<file path="src/rtl/alu_exec_unit.sv">
// alu_exec_unit: execute-stage ALU with valid/ready handshakes on both sides.
// Single-cycle ops: AND, OR, ADD, SUB, PASS_B. Undefined codes give result 0, zero 1.
// Optional iterative shift-add multiply (code 1000) is enabled by defining ALU_MUL_EN.
// Without ALU_MUL_EN, code 1000 behaves as an undefined code and busy is tied low.
module alu_exec_unit #(
    parameter int N = 64
) (
    input  logic         clk,
    input  logic         reset,
    input  logic         in_valid,
    output logic         in_ready,
    input  logic [3:0]   alucontrol,
    input  logic [N-1:0] a,
    input  logic [N-1:0] b,
    output logic         out_valid,
    input  logic         out_ready,
    output logic [N-1:0] result,
    output logic         zero,
    output logic         busy
);

    localparam logic [3:0] OP_AND  = 4'b0000;
    localparam logic [3:0] OP_OR   = 4'b0001;
    localparam logic [3:0] OP_ADD  = 4'b0010;
    localparam logic [3:0] OP_SUB  = 4'b0110;
    localparam logic [3:0] OP_PASS = 4'b0111;

    typedef enum logic [1:0] {
        IDLE = 2'd0,
        BUSY = 2'd1,
        HOLD = 2'd2
    } state_t;

    // Single-cycle operations; anything unrecognised yields zero.
    function automatic logic [N-1:0] alu_calc(input logic [3:0] op,
                                              input logic [N-1:0] x,
                                              input logic [N-1:0] y);
        logic [N-1:0] r;
        case (op)
            OP_AND:  r = x & y;
            OP_OR:   r = x | y;
            OP_ADD:  r = x + y;
            OP_SUB:  r = x - y;
            OP_PASS: r = y;
            default: r = {N{1'b0}};
        endcase
        return r;
    endfunction

    // Zero-detect helper shared by the single-cycle and multiply paths.
    function automatic logic is_zero(input logic [N-1:0] v);
        return (v == {N{1'b0}});
    endfunction

    state_t       state_r;
    logic         out_valid_r;
    logic [N-1:0] result_r;
    logic         zero_r;
    logic         in_ready_s;
    logic         take_s;
    logic         is_mul_s;
    logic [N-1:0] calc_s;

`ifdef ALU_MUL_EN
    localparam logic [3:0] OP_MUL = 4'b1000;
    localparam int CW = $clog2(N);
    localparam logic [CW-1:0] CNT_LAST = CW'(N - 1);

    logic          busy_r;
    logic [N-1:0]  mcand_r;
    logic [N-1:0]  mplier_r;
    logic [N-1:0]  acc_r;
    logic [CW-1:0] cnt_r;
    logic [N-1:0]  partial_s;

    assign is_mul_s  = (alucontrol == OP_MUL);
    assign partial_s = acc_r + (mplier_r[0] ? mcand_r : {N{1'b0}});
    assign busy      = busy_r;
`else
    assign is_mul_s  = 1'b0;
    assign busy      = 1'b0;
`endif

    assign calc_s    = alu_calc(alucontrol, a, b);
    assign take_s    = in_valid & in_ready_s;
    assign in_ready  = in_ready_s;
    assign out_valid = out_valid_r;
    assign result    = result_r;
    assign zero      = zero_r;

    // Accept in IDLE, or in HOLD when the consumer drains the current result this cycle.
    always_comb begin
        in_ready_s = 1'b0;
        if (!reset) begin
            in_ready_s = 1'b0;
        end else begin
            case (state_r)
                IDLE:    in_ready_s = 1'b1;
                HOLD:    in_ready_s = out_ready;
                default: in_ready_s = 1'b0;
            endcase
        end
    end

    // Control FSM with registered result, zero, out_valid and busy.
    always_ff @(posedge clk or negedge reset) begin
        if (!reset) begin
            state_r     <= IDLE;
            out_valid_r <= 1'b0;
            result_r    <= {N{1'b0}};
            zero_r      <= 1'b0;
`ifdef ALU_MUL_EN
            busy_r      <= 1'b0;
            mcand_r     <= {N{1'b0}};
            mplier_r    <= {N{1'b0}};
            acc_r       <= {N{1'b0}};
            cnt_r       <= {CW{1'b0}};
`endif
        end else begin
            case (state_r)
                IDLE, HOLD: begin
                    if (take_s) begin
                        if (is_mul_s) begin
                            state_r     <= BUSY;
                            out_valid_r <= 1'b0;
`ifdef ALU_MUL_EN
                            busy_r      <= 1'b1;
                            mcand_r     <= a;
                            mplier_r    <= b;
                            acc_r       <= {N{1'b0}};
                            cnt_r       <= {CW{1'b0}};
`endif
                        end else begin
                            state_r     <= HOLD;
                            out_valid_r <= 1'b1;
                            result_r    <= calc_s;
                            zero_r      <= is_zero(calc_s);
                        end
                    end else if ((state_r == HOLD) && out_ready) begin
                        state_r     <= IDLE;
                        out_valid_r <= 1'b0;
                    end else begin
                        state_r     <= state_r;
                    end
                end
                BUSY: begin
`ifdef ALU_MUL_EN
                    // One multiplier bit per cycle; the last step writes the result directly.
                    acc_r    <= partial_s;
                    mcand_r  <= mcand_r << 1'b1;
                    mplier_r <= mplier_r >> 1'b1;
                    cnt_r    <= cnt_r + {{(CW-1){1'b0}}, 1'b1};
                    if (cnt_r == CNT_LAST) begin
                        state_r     <= HOLD;
                        out_valid_r <= 1'b1;
                        busy_r      <= 1'b0;
                        result_r    <= partial_s;
                        zero_r      <= is_zero(partial_s);
                    end else begin
                        state_r     <= BUSY;
                    end
`else
                    state_r     <= IDLE;
                    out_valid_r <= 1'b0;
`endif
                end
                default: begin
                    state_r     <= IDLE;
                    out_valid_r <= 1'b0;
                end
            endcase
        end
    end

endmodule

</file>
<file path="config.mk">
export PLATFORM = sky130hd
export DESIGN_NAME = alu_exec_unit
export DESIGN_NICKNAME = d
export VERILOG_FILES = /design/src/rtl/alu_exec_unit.sv
export SDC_FILE = /design/constraint.sdc
export NUM_CORES = 1
export LEC_CHECK = 0
export CAP_MARGIN = 5
export CORE_UTILIZATION = 40
export DETAILED_ROUTE_END_ITERATION = 8
export GPL_ROUTABILITY_DRIVEN = 0
export GPL_TIMING_DRIVEN = 0
export MAX_ROUTING_LAYER = met4
export REMOVE_ABC_BUFFERS = 1
export SETUP_SLACK_MARGIN = 0.02
export SLEW_MARGIN = 20
export SYNTH_ARGS = -nofsm -noshare
export SYNTH_HDL_FRONTEND = slang
export SYNTH_SLANG_ARGS = --single-unit
</file>
<file path="constraint.sdc">
create_clock -name clk -period 2.5 [get_ports clk]
set_input_delay 0.375 -clock clk [delete_from_list [all_inputs] [get_ports clk]]
set_output_delay 0.375 -clock clk [all_outputs]
set_load 0.01 [all_outputs]
</file>
[Yosys cells after proc, flatten, opt, wreduce, memory -nomap -nowiden]
Index checks and enable logic that the tools add are counted.
Storage, ports and cells
  register bits after elaboration: 68
  bits in latches: 0
  RAM bits: 0
  ROM bits: 0
  input bits: 136
  output and inout bits: 68
  logic and storage cells: 30
  memories: 0
Cells by class
  add/sub/neg operators: 2
  $mul: 0
  div/mod/pow operators: 0
  order comparisons: 0
  equality and inequality tests: 6
  shift-type cells: 0
  muxes and demuxes: 9
  bitwise gates (word level): 3
  reduce and logical (&&, ||, !) cells: 6
Operator list (number)
  64-bit one-hot mux with 5 select lines: 1
  64-bit adder: 1
  64-bit AND: 1
  64-bit logical NOT: 1
  64-bit OR: 1
  64-bit subtractor: 1
  4-bit by 3-bit == test with 1-bit output, second input constant: 2
  2-bit 2-to-1 mux: 3
  4-bit by 1-bit == test with 1-bit output, second input constant: 1
  4-bit by 2-bit == test with 1-bit output, second input constant: 1
  4-bit logical NOT: 1
  1-bit 2-to-1 mux: 4
  3-bit inequality test, second input constant: 1
  2-bit == test, second input constant: 1
  2-bit logical NOT: 1
  1-bit one-hot mux with 2 select lines: 1
  2-bit AND reduction: 1
  2-bit OR reduction: 1
  1-bit AND: 1
  1-bit logical AND: 1

[Logic depth before layout (Yosys ltp)]
  depth in word-level cells: 6
  mapped depth: 26
  gate-level depth less buffers: 24

[Least setup slack after synthesis]
Ideal clock, no wire load.
  path kind: input-to-reg
  start: in alucontrol[3]
  end: reg zero_r, in the netlist zero
  setup time: 0.092 ns
  arrival time: 5.458 ns
  required time: 2.408 ns
  slack: -3.050 ns
  cell stages on the path: 24
  buffers on the path: 6
  cell sequence: clkbuf_1 nor2b_1 nor2b_1 buf_2 clkbuf_1 clkbuf_1 nand2_1 clkbuf_1 o31ai_1 xor2_1 ha_1 clkbuf_1 nand4_1 or2_0 or3_1 a211o_1 nand2_1 a21oi_2 o41ai_1 xor2_1 a211o_1 nor4_1 nand4_1 o31ai_2
On the way
  cells in the longest elaborated chain, start to end: 3
  elaborated cells between the ends (all ways): 7
  classes of those cells: eq/ne (4); mux (1); reduce/logical (2)
Ends and longest elaborated chain
  start: declaration: line 12  | input logic [3:0] alucontrol,
  4-bit by 3-bit == test with 1-bit output, or another cell as far along: line 39  | case (op)
  64-bit one-hot mux with 5 select lines (*): line 39
  64-bit logical NOT (*): line 52  | return (v == {N{1'b0}});
  end signal: assignment: line 137  | zero_r <= is_zero(calc_s);
  end: declaration: line 58  | logic zero_r;
Mark *: on every way between the ends. The rest lies on a longest branch, timed or not.
A chain may end at the register's enable or synchronous reset.

[Final worst setup path]
  start: in b[13]
  end: reg zero_r, in the netlist zero
On the way
  cells in the longest elaborated chain, start to end: 3
  elaborated cells between the ends (all ways): 6
  classes of those cells: add/sub (2); mux (1); bitwise (2); reduce/logical (1)
Ends and longest elaborated chain
  start: declaration: line 14  | input logic [N-1:0] b,
  64-bit subtractor, or another cell as far along: line 43  | OP_SUB: r = x - y;
  64-bit one-hot mux with 5 select lines (*): line 39
  64-bit logical NOT (*): line 52
Marks and branches as above.

==> summary.md <==
| Metric | Value |
|---|---|
| P&R area growth vs syn | `63.2%` |
| Sequential cell area | `1650 sq um` |
| Quantity of I/O buffers inserted on ports | `202` |
| FP Rows | `58` |
| Kind of end point of the critical path | `flip-flop` |
| Ports placed on the boundary | `204` |
| Maximum ir drop on the vdd rail | `0.000317 V` |
| Clock edge transition at the registers on the reported setup and hold paths | `70 ps` |
| Max Freq | `193 MHz` |
| Arrival @ worst endpoint | `5470 ps` |
| Layout cells sized above 1 | `33.6%` |
| TritonCTS buffer count | `9` |
| Antenna violation net count after detailed routing | `0` |
| Violated checks | `setup timing` |
| Core outline area | `25300 sq um` |
| X dimension of the die | `163 microns` |
| Startpoint type of the worst setup path | `primary input` |
| R2R Setup Slk | `-130 ps` |
| Vias post-DR | `13500` |
| Hold crit path type | `in2async` |
| Total power consumption of the routed design | `7.16 mW` |
| Unrepaired setup endpoints after global routing | `yes` |
| DRC | `0` |
| Maximum count of clock buffers along a single path | `2` |
| TNS Setup | `-86150 ps` |
| Antenna violations before repair | `0` |
| Number of storage elements in the synthesis netlist | `66` |
| Number of global-route vias before repair | `12600` |
| Worst slew margin relative to its limit | `45.5%` |
| Top fanout value on the critical path | `5` |
| Number of synthesized flops with an enable pin | `0` |
| Highest-count cells in the layout ignoring fill and taps | `sky130_fd_sc_hd__nand2_1, sky130_fd_sc_hd__clkdlybuf4s50_1, sky130_fd_sc_hd__buf_4` |
| Placed inst area | `12700 sq um` |
| Mapped cell area | `10400 sq um` |
| Total number of H-tree levels | `3` |
| Dominant delay contributor by cell family on the critical path | `simple AND/OR/NAND/NOR gates` |
| Crit path time final | `5190 ps` |
| Fill cell count | `2045` |
| Run status | `finished, violations left` |
| Required time at the endpoint of the critical path | `2790 ps` |
| Library cells used by synthesis | `89` |
| Count of final hold-check violations | `0` |
| Area enclosed by the die boundary | `26600 sq um` |
| Cells traversed along the worst timing path | `buf_8 -> or4_4 -> nor4_4 -> and3b_2 -> nand3_4 -> o41ai_4 -> o21ai_2 -> xnor2_1 -> ha_2 -> a21oi_1 -> o21ai_1 -> a221oi_2 -> o31ai_2 -> a2111oi_2 -> a21bo_2 -> xnor2_1 -> a21oi_2 -> buf_6 -> nand4_1 -> nor4_2 -> nand4_1 -> o31ai_2` |
| Worst setup path category | `in2reg` |
| Initial standard-cell utilization of the core | `40.9%` |
| Startpoint of the most critical setup path | `b[13]` |
| Fraction of synthesis flops using an asynchronous set or reset pin | `100%` |
| Worst Setup Slack, final | `-2690 ps` |
| Largest net degree at the start of global routing | `49` |
| Clk_skew | `12.0 ps` |
| Placed Cells incl. Taps | `1915` |
| Vias per std cell | `6.42` |
| Root cell of the clock tree | `sky130_fd_sc_hd__clkbuf_16` |
| Slowest cell on crit path | `sky130_fd_sc_hd__or4_4` |
| Overall routing resource usage | `35.1%` |
| Avg Inst Size Synth | `7.02 sq um` |
| Final count of negative-setup-slack endpoints | `61` |
| Max-cap violations | `0` |
| Worst Path Buf+Inv | `2` |
| HPWL reported at the end of detailed placement | `32000 microns` |
| Maximum cell stage delay along the critical path | `570 ps` |
| First-pass iteration count of the detailed router | `8` |
| Overflow after GRT | `0` |
| Final cell count without fillers | `2098` |
| Chip height | `163 microns` |
| DRT Wirelength | `48300 microns` |
| Detail-routed net length per standard cell | `23.0 microns` |
| Fraction of the cycle the final worst path needs | `208%` |
| Clock tree from TritonCTS | `done` |
| Startpoint of the worst-slack reg-to-reg timing path | `out_valid$_DFFE_PN0P_` |
| Most common cell after layout, fill and taps aside | `sky130_fd_sc_hd__nand2_1` |
| Total number of nets in the final design | `1967` |
| Power Density | `423 nW/um^2` |
| Ant diodes | `0` |
| Pre-CTS WS | `-5210 ps` |
| Clock sink total | `66` |
| Clock network latency to the later pin of the worst-skew pair | `370 ps` |
| Static leakage | `6.64 nW` |
| Initial DRC count | `1272` |
| Most frequently used flop master after synthesis | `sky130_fd_sc_hd__dfrtp_1` |
| Slew Limit Fails | `0` |
| Proportion of synthesized chip area in sequential cells | `15.9%` |
| Least-Margin Pin Slew | `810 ps` |
| Finished Cell Area | `16900 sq um` |
| Gate count of the mapped netlist | `1477` |
| Area taken by multi-input logic gates | `10600 sq um` |
| Synthesis Warnings | `0` |
| Global-route wire length before repair | `70200 microns` |
routing by layer:
layer  track usage [%]  up-vias  part of all wire (%)
met5                 -        -                     0
met4              19.0        0                   5.8
met3              5.02      198                   8.9
met2              54.6      836                    46
met1              43.8     6430                    40
li1                  -     6000                     -
sequential cells by signal (all words and copies together) (netlist names):
| register | count |
|---|---|
| result | 64 |
| out_valid | 1 |
| zero | 1 |
metrics by stage:
step                      util (%)  hold slack [ps]
after floorplan                  -             79.4
after global placement        48.9              460
after detailed placement      50.2              356
after CTS                     62.0             50.3
after global routing          66.8             61.7
final                         66.8             34.3
cells in the mapped netlist (26+ instances only):
| master | number | share of area, % |
|---|---|---|
| sky130_fd_sc_hd__nand2_1 | 217 | 7.9 |
| sky130_fd_sc_hd__ha_1 | 66 | 8.0 |
| sky130_fd_sc_hd__dfrtp_1 | 66 | 16 |
| sky130_fd_sc_hd__a21oi_1 | 134 | 6.5 |
| sky130_fd_sc_hd__nor3_1 | 28 | 1.4 |
| sky130_fd_sc_hd__nor2_1 | 117 | 4.2 |
| sky130_fd_sc_hd__clkbuf_1 | 92 | 3.3 |
| sky130_fd_sc_hd__a22oi_1 | 37 | 2.7 |
| sky130_fd_sc_hd__inv_1 | 29 | 1.1 |
| sky130_fd_sc_hd__maj3_1 | 40 | 3.9 |
| sky130_fd_sc_hd__a21o_1 | 26 | 1.9 |
| sky130_fd_sc_hd__nand4_1 | 45 | 2.7 |
| sky130_fd_sc_hd__o21ai_0 | 139 | 6.7 |
| sky130_fd_sc_hd__xnor2_1 | 58 | 4.9 |
| sky130_fd_sc_hd__xor2_1 | 42 | 3.5 |
power by group:
group | switching (mW) | total (mW) | internal [mW]
sequential | 0.0809 | 1.29 | 1.21
clock | 0.606 | 1.63 | 1.03
combinational | 2.26 | 4.23 | 1.97
repair_timing:
item | in CTS | in global routing
hold buffers | 5 | 0
endpoints found under the hold margin | 24 | 0
resized for setup | 475 | 202
pin swaps | 123 | 105
endpoints found under the setup margin | 64 | 62
gates cloned | 4 | 0
buffers inserted | 111 | 56
kinds of logic (layout without fill, tap and decap cells):
| family | Yosys count | in the layout | synth area share, % |
|---|---|---|---|
| fa+ha+maj | 107 | 107 | 12.0 |
| flops | 66 | 66 | 15.9 |
| mux | 15 | 15 | 1.51 |
| compound gates | 508 | 508 | 31.6 |
| other cells | 1 | 1 | 0.0362 |
| xor+xnor | 101 | 101 | 8.61 |
| buf+inv | 137 | 427 | 5.06 |
| simple gates | 542 | 543 | 25.3 |
worst register-to-register path, cell delays in order (launching register included):
cell and delay [ps]:
sky130_fd_sc_hd__dfrtp_1 390, sky130_fd_sc_hd__nand2b_1 110, sky130_fd_sc_hd__and3_2 550, sky130_fd_sc_hd__buf_16 250, sky130_fd_sc_hd__o21ai_0 120, sky130_fd_sc_hd__a21oi_1 240, sky130_fd_sc_hd__o2111ai_1 220, sky130_fd_sc_hd__nor4_4 300
sky130_fd_sc_hd__nand4_1 180, sky130_fd_sc_hd__o31ai_2 190
path summary, 6_finish.rpt:
check                                              end  cells after the start
min in group clk                 result[0]$_DFFE_PN0P_                      4
worst min-delay path            result[52]$_DFFE_PN0P_                      3
worst max register to register        zero$_DFFE_PN0P_                      9
max in group asynchronous       result[20]$_DFFE_PN0P_                      2
worst max-delay path                  zero$_DFFE_PN0P_                     22
worst min register to register  result[22]$_DFFE_PN0P_                      2
area by class of cell:
class                           count  area share, %
Multi-Input combinational cell   1275           62.4
Clock inverter                      4          0.584
Timing Repair Buffer              383           22.6
Tap cell                          330           2.44
Sequential cell                    66           9.76
Inverter                           29          0.703
Clock buffer                       11           1.49
Note: power is estimated with default switching activity, not from simulation.
